$ cat config.mk
export PLATFORM = sky130hd
export DESIGN_NAME = game_sequencer_flat
export DESIGN_NICKNAME = d
export VERILOG_FILES = /design/src/rtl/game_sequencer_if.sv /design/src/rtl/game_sequencer.sv /design/src/flat_wrapper.sv
export SDC_FILE = /design/constraint.sdc
export NUM_CORES = 1
export LEC_CHECK = 0
export ABC_CLOCK_PERIOD_IN_PS = 3460
export CORE_MARGIN = 8
export CORE_UTILIZATION = 45
export CTS_BUF_LIST = sky130_fd_sc_hd__clkbuf_4
export DETAILED_ROUTE_END_ITERATION = 16
export HOLD_SLACK_MARGIN = 0.06
export SLEW_MARGIN = 10
export SYNTH_ARGS = -nofsm -noshare
export SYNTH_HDL_FRONTEND = slang
export SYNTH_SLANG_ARGS = --single-unit
$ cat constraint.sdc
create_clock -name clk -period 3.46 [get_ports clk]
set_clock_uncertainty 0.1 [all_clocks]
set_input_delay 0.346 -clock clk [delete_from_list [all_inputs] [get_ports clk]]
set_output_delay 0.346 -clock clk [all_outputs]
set_load 0.01 [all_outputs]
$ cat src/rtl/game_sequencer_if.sv
// Snake game sequencer bus: button/event inputs and mode/score/step outputs.
interface game_sequencer_if;
  logic       middle;
  logic       eat;
  logic       collide;
  logic [1:0] mode;
  logic [3:0] score;
  logic       step;
  logic       win;

  modport master (
    output middle, eat, collide,
    input  mode, score, step, win
  );

  modport slave (
    input  middle, eat, collide,
    output mode, score, step, win
  );
endinterface

$ cat src/rtl/game_sequencer.sv
// Snake game mode/score/step sequencer.
// Define GAME_SEQ_SPEEDUP_EN to shorten the step period as score grows.
module game_sequencer #(
  parameter int STEP_DIV  = 6250000,
  parameter int CNT_W     = 24,
  parameter int MAX_SCORE = 15,
  parameter int OVER_HOLD = 12500000,
  parameter int STEP_DEC  = 250000,
  parameter int STEP_MIN  = 2500000
) (
  input logic             clk,
  input logic             rst_n,
  game_sequencer_if.slave bus
);

  typedef enum logic [1:0] {
    S_IDLE  = 2'b00,
    S_PLAY  = 2'b01,
    S_PAUSE = 2'b10,
    S_OVER  = 2'b11
  } state_t;

`ifdef GAME_SEQ_SPEEDUP_EN
  localparam bit SPEEDUP = 1'b1;
`else
  localparam bit SPEEDUP = 1'b0;
`endif

  localparam int DEC    = SPEEDUP ? STEP_DEC : 0;
  localparam int FLOOR  = SPEEDUP ? STEP_MIN : STEP_DIV;
  localparam int HOLD_W = $clog2(OVER_HOLD + 1);

  state_t             r_state;
  state_t             w_next;
  logic               r_mid_q;
  logic [CNT_W-1:0]   r_cnt;
  logic [HOLD_W-1:0]  r_hold;
  logic [3:0]         r_score;
  logic               r_step;
  logic               r_win;

  logic               w_rise;
  logic               w_hold_done;
  logic [3:0]         w_score_inc;
  logic               w_max;
  logic               w_stay_play;
  logic               w_wrap;
  logic [31:0]        w_dec;
  logic [31:0]        w_per;
  logic [CNT_W-1:0]   w_lim;

  assign w_rise      = bus.middle & ~r_mid_q;
  assign w_hold_done = r_hold >= HOLD_W'(OVER_HOLD);
  assign w_score_inc = r_score + 4'd1;
  assign w_max       = w_score_inc == 4'(MAX_SCORE);

  // Period is recomputed every cycle so a new score shortens the current interval
  always_comb begin
    w_dec = 32'(r_score) * 32'(DEC);
    if (w_dec + 32'(FLOOR) >= 32'(STEP_DIV))
      w_per = 32'(FLOOR);
    else
      w_per = 32'(STEP_DIV) - w_dec;
    w_lim = CNT_W'(w_per - 32'd1);
  end

  assign w_wrap      = r_cnt >= w_lim;
  assign w_stay_play = (r_state == S_PLAY) && (w_next == S_PLAY);

  always_ff @(posedge clk or negedge rst_n) begin
    if (!rst_n) r_state <= S_IDLE;
    else        r_state <= w_next;
  end

  always_comb begin
    w_next = r_state;
    unique case (r_state)
      S_IDLE:  if (w_rise) w_next = S_PLAY;
      S_PLAY: begin
        if (bus.collide)          w_next = S_OVER;
        else if (bus.eat && w_max) w_next = S_OVER;
        else if (w_rise)          w_next = S_PAUSE;
      end
      S_PAUSE: if (w_rise) w_next = S_PLAY;
      S_OVER:  if (w_rise && w_hold_done) w_next = S_IDLE;
    endcase
  end

  always_ff @(posedge clk or negedge rst_n) begin
    if (!rst_n) begin
      r_mid_q <= 1'b0;
      r_cnt   <= '0;
      r_hold  <= '0;
      r_score <= '0;
      r_step  <= 1'b0;
      r_win   <= 1'b0;
    end else begin
      r_mid_q <= bus.middle;
      r_step  <= w_stay_play && w_wrap;
      if (r_state == S_IDLE && w_rise) begin
        r_score <= '0;
        r_win   <= 1'b0;
        r_cnt   <= '0;
      end
      // Counter only advances on edges that keep the game in PLAY
      if (w_stay_play)
        r_cnt <= w_wrap ? '0 : r_cnt + CNT_W'(1);
      if (r_state == S_PLAY && !bus.collide && bus.eat &&
          r_score != 4'(MAX_SCORE))
        r_score <= w_score_inc;
      if (r_state == S_PLAY && w_next == S_OVER) begin
        r_win  <= ~bus.collide;
        r_hold <= '0;
      end else if (r_state == S_OVER && !w_hold_done) begin
        r_hold <= r_hold + HOLD_W'(1);
      end
    end
  end

  always_comb begin
    bus.mode  = r_state;
    bus.score = r_score;
    bus.step  = r_step;
    bus.win   = r_win;
  end

endmodule

$ cat src/flat_wrapper.sv
// flat-port wrapper written by rule: the top's interface ports become plain ports
module game_sequencer_flat 
#(
  parameter int STEP_DIV  = 6250000,
  parameter int CNT_W     = 24,
  parameter int MAX_SCORE = 15,
  parameter int OVER_HOLD = 12500000,
  parameter int STEP_DEC  = 250000,
  parameter int STEP_MIN  = 2500000
)
  (clk, rst_n, bus_middle, bus_eat, bus_collide, bus_mode, bus_score, bus_step, bus_win);
  game_sequencer_if bus_i ();
  input logic clk;
  input logic rst_n;
  input wire logic [$bits(bus_i.middle)-1:0] bus_middle;
  input wire logic [$bits(bus_i.eat)-1:0] bus_eat;
  input wire logic [$bits(bus_i.collide)-1:0] bus_collide;
  output wire logic [$bits(bus_i.mode)-1:0] bus_mode;
  output wire logic [$bits(bus_i.score)-1:0] bus_score;
  output wire logic [$bits(bus_i.step)-1:0] bus_step;
  output wire logic [$bits(bus_i.win)-1:0] bus_win;
  assign bus_i.middle = bus_middle;
  assign bus_i.eat = bus_eat;
  assign bus_i.collide = bus_collide;
  assign bus_mode = bus_i.mode;
  assign bus_score = bus_i.score;
  assign bus_step = bus_i.step;
  assign bus_win = bus_i.win;
  game_sequencer #(.STEP_DIV(STEP_DIV), .CNT_W(CNT_W), .MAX_SCORE(MAX_SCORE), .OVER_HOLD(OVER_HOLD), .STEP_DEC(STEP_DEC), .STEP_MIN(STEP_MIN)) u_core (.clk(clk), .rst_n(rst_n), .bus(bus_i));
endmodule
==> run summary <==
The global-route wire length before repair came out at 12900 um. The post-CTS setup buffer count came out at 0. In the post-synthesis netlist, the cell with the most instances is sky130_fd_sc_hd__dfrtp_1. The ratio of total power to cell area came out at roughly 440 mW/mm2. The post-route clock period utilization is 0.728. The number of synthesized flops with an enable pin is 0. The slowest cell on the critical path is sky130_fd_sc_hd__a221oi_4. The DRC violations left came out at 0. The worst hold path begins at bus_middle. The type of the most critical hold path is in2reg. The total placed cells including tap cells is 473. The static leakage is roughly 1.5 nW. Measured on the finished design, the core utilization comes to 0.492.

The critical path is of the reg2reg type. In this run the critical register-to-register path is launched from u_core.r_cnt[0]. The number of buffers and inverters on the critical path came out at 0. The synthesized instance count came out at ~370. The layout filler cell count came out at roughly 740.

The stage delay of the slowest cell on the critical path came out at 0.57 ns. The clock reaches the later pin of the worst-skew pair after 0.41 ns. The critical path goes through ha_1 > nand3_1 > nand4_2 > a221oi_4 > nand2_1 > o311ai_0.

The max-slew violation count is 0. The part of the Yosys area used for sequential elements came out at 0.415. The die outline height is 103 um. The via count of the first global-routing pass came out at 2724. The mapped netlist covers 0.00344 mm2. The layout overhead on the synthesized area is 8.27%.

The floorplan step defined a core boundary enclosing 0.00757 mm2. The clock edge transition at the registers on the reported setup and hold paths came out at ~0.10 ns. The worst reg-to-reg setup slack came out at 0.94 ns. The length of the first detailed-routing pass in iterations is 5. The number of antenna violations at the first check in global routing is 0. The master cell of the clock root buffer is sky130_fd_sc_hd__clkbuf_4. The flow ran to the end, and the final reports show no timing, DRC or antenna violations. For this run, the total global-route usage over all layers was measured as 0.156.

Buffers placed on the I/O ports in this run total 12. Ranked by total cell area, the synthesized netlist is headed by sky130_fd_sc_hd__dfrtp_1 (42%), sky130_fd_sc_hd__nand4_1 (5.6%), sky130_fd_sc_hd__nand2_1 (4.2%). The depth of the worst register-to-register path came out at 6. The final worst slack came out at 0.940 ns. After synthesis, the mean cell area works out to 9.21 um2. The clock passes through at most 2 buffers. Of all nets on the critical path, the largest fanout is 13. The detailed router finished its first iteration with 128 violations. In this run the remaining antenna-violating nets after routing total 0.

The number of hold violations in the final report was 0. The total of warnings raised by yosys came out at 0. The count of placed standard cells in the final layout, fillers left out came out at 490. The routed design could run at a clock period as short as 2.52 ns. The initial utilization of the core area, before any placement, comes to 0.454. Of all cell types, the one taking the most synthesized area is sky130_fd_sc_hd__dfrtp_1. The number of antenna diodes came out at 0.

The clock tree from TritonCTS is yes. The pin count of the biggest net entering global routing is 30. The count of instances resized after the clock tree is built came out at 0. The overall via count from detail_route is 2938. The routability congestion estimate is 0.795. The total overflow reported by the global router is 0. For the pin with the worst max-slew slack, the measured transition is just under 0.9 ns.

The commonest cells after synthesis are sky130_fd_sc_hd__dfrtp_1 (57), sky130_fd_sc_hd__nand2_1 (38), sky130_fd_sc_hd__nand4_1 (31). The full die area is 0.0107 mm2. In this run the tightest slew margin relative to its limit is 0.412. After detailed routing, the total wire length is 7790 um. Pin placement for this block handled 13 I/O pins. At the worst endpoint, the required time is 3.65 ns. Prior to clock tree synthesis, the placed netlist has a worst setup slack of 0.906 ns. For this run, asynchronously set or reset flops after synthesis account for 1.00.

The worst hold slack after final layout is 0.300 ns. The worst register-to-register path ends at u_core.r_cnt[12]. Setup repair after global routing left no endpoint under its margin. The row count is 32.

The clock sink count came out at 57. Among all flip-flop cells after synthesis, the most frequent one is sky130_fd_sc_hd__dfrtp_1. The largest vdd supply drop is 205 uV. Of the cells placed in the final design, the portion with a size suffix greater than 1 is 0.0979.

On the critical path the largest part of the delay comes from compound AO/OA/AOI/OAI gates. The share of synthesized area in the top cell type comes to 0.415. The final-stage net count is 393.

The type of element capturing the critical path is a flop. Adding up every negative setup slack in the final design gives 0 ns. The ratio of routed vias to standard cells came out at 6.00.

Derived from the worst setup path, the maximum achievable clock frequency is just under 400 MHz. After synthesis the netlist holds a flip-flop and latch count of 57. The count of cell types in the netlist is 59. The kind of launch point of the worst setup path is a flop.

Measured along the x axis, the die boundary spans 103 um. The max-cap violation count is 0. After detailed routing, the average wire length per cell comes to 15.9 um. The signal arrival time at the worst endpoint is 2.71 ns. The hold-critical path endpoint is u_core.r_mid_q.

The number of nets handed over by synthesis was 383. The total number of H-tree levels came out at 3. Once detailed placement completed, the half-perimeter wirelength came to 5330 um. Setup violations remaining at the end of the flow were counted as 0. Counting instances, the worst hold path has a depth of 1. The number of clock buffers inserted by TritonCTS came out at 9.
==> flip-flops by register name (all words and copies together) (netlist names) <==
register          cells
u_core.r_cnt         24
u_core.r_hold        24
u_core.bus.score      4
u_core.bus.mode       2
u_core.bus.step       1
u_core.bus.win        1
u_core.r_mid_q        1
==> placed cells by master (no fill, tap or decap), drive strengths merged, types with 10 or more instances in the layout <==
cell and instances:
nand3 25, clkdlybuf4s50 11, a21oi 18, nand2 38
a31oi 12, dfrtp 57, inv 16, o21ai 17
nor2 19, nand4 33, clkbuf 10, mux2i 10
or4 15
==> per-stage QoR <==
step           area, um2  total power (W)
6_report            3720          0.00164
2_1_floorplan       3440          0.00112
3_3_place_gp        3600          0.00122
4_1_cts             3720          0.00166
3_5_place_dp        3600          0.00124
5_1_grt             3720          0.00175
==> report_power, final <==
group,switching (W),internal [W]
sequential,0.000153,0.000783
clock,0.000262,0.000151
combinational,0.000145,0.000143
total,0.000560,0.00108
==> cell families (layout without fill, tap and decap cells) <==
kind of cell	after synthesis	in the layout	share of synthesized area
and+or+nand+nor	181	181	0.306
muxes	11	11	0.0324
buffers and inverters	34	49	0.0492
adders and majority gates	5	5	0.0182
DFF	57	57	0.415
xor gates and xnor gates	2	2	0.00510
AOI/OAI and AO/OA	83	83	0.174
==> metal layers <==
metal / up-vias / wire length (um) / part of all wire / GRT usage
li1: 1450 / - / - / -
met1: 1452 / 3680 / 0.47 / 0.189
met3: 10 / 204 / 0.026 / 0.0442
met4: 0 / 88 / 0.011 / 0.0523
met2: 26 / 3820 / 0.49 / 0.258
met5: - / 0 / 0 / 0
==> repair_timing <==
action	in CTS	in global routing
endpoints found under the hold margin	28	0
hold buffers	1	0
endpoints found under the setup margin	0	0
==> worst register-to-register path, stage by stage, from the launching register on <==
cell                       delay (ns)
sky130_fd_sc_hd__dfrtp_1         0.43
sky130_fd_sc_hd__ha_1            0.26
sky130_fd_sc_hd__nand3_1         0.18
sky130_fd_sc_hd__nand4_2         0.16
sky130_fd_sc_hd__a221oi_4        0.57
sky130_fd_sc_hd__nand2_1         0.32
sky130_fd_sc_hd__o311ai_0        0.39
==> final cells by class <==
type	instances	area (um2)	share of cell area
tap	102	128	0.0343
inverter	16	60.1	0.0161
clock buffer	10	75.1	0.0202
sequential	57	1430	0.383
clock inverter	6	35.0	0.00942
multi-input combinational	282	1840	0.495
timing repair buffer	17	155	0.0417
==> how the worst max path moves through the flow <==
stage                                  end                start  cells after the start
after detailed placement  u_core.r_cnt[15]              bus_eat                      6
after global placement    u_core.r_cnt[15]           bus_middle                      5
final                     u_core.r_cnt[12]      u_core.r_cnt[0]                      6
after CTS                 u_core.r_cnt[12]      u_core.r_cnt[0]                      6
after global routing      u_core.r_cnt[17]  u_core.bus.score[0]                      6
after floorplan           u_core.r_cnt[10]  u_core.bus.score[0]                      8
(Power assumes the default switching activity.)
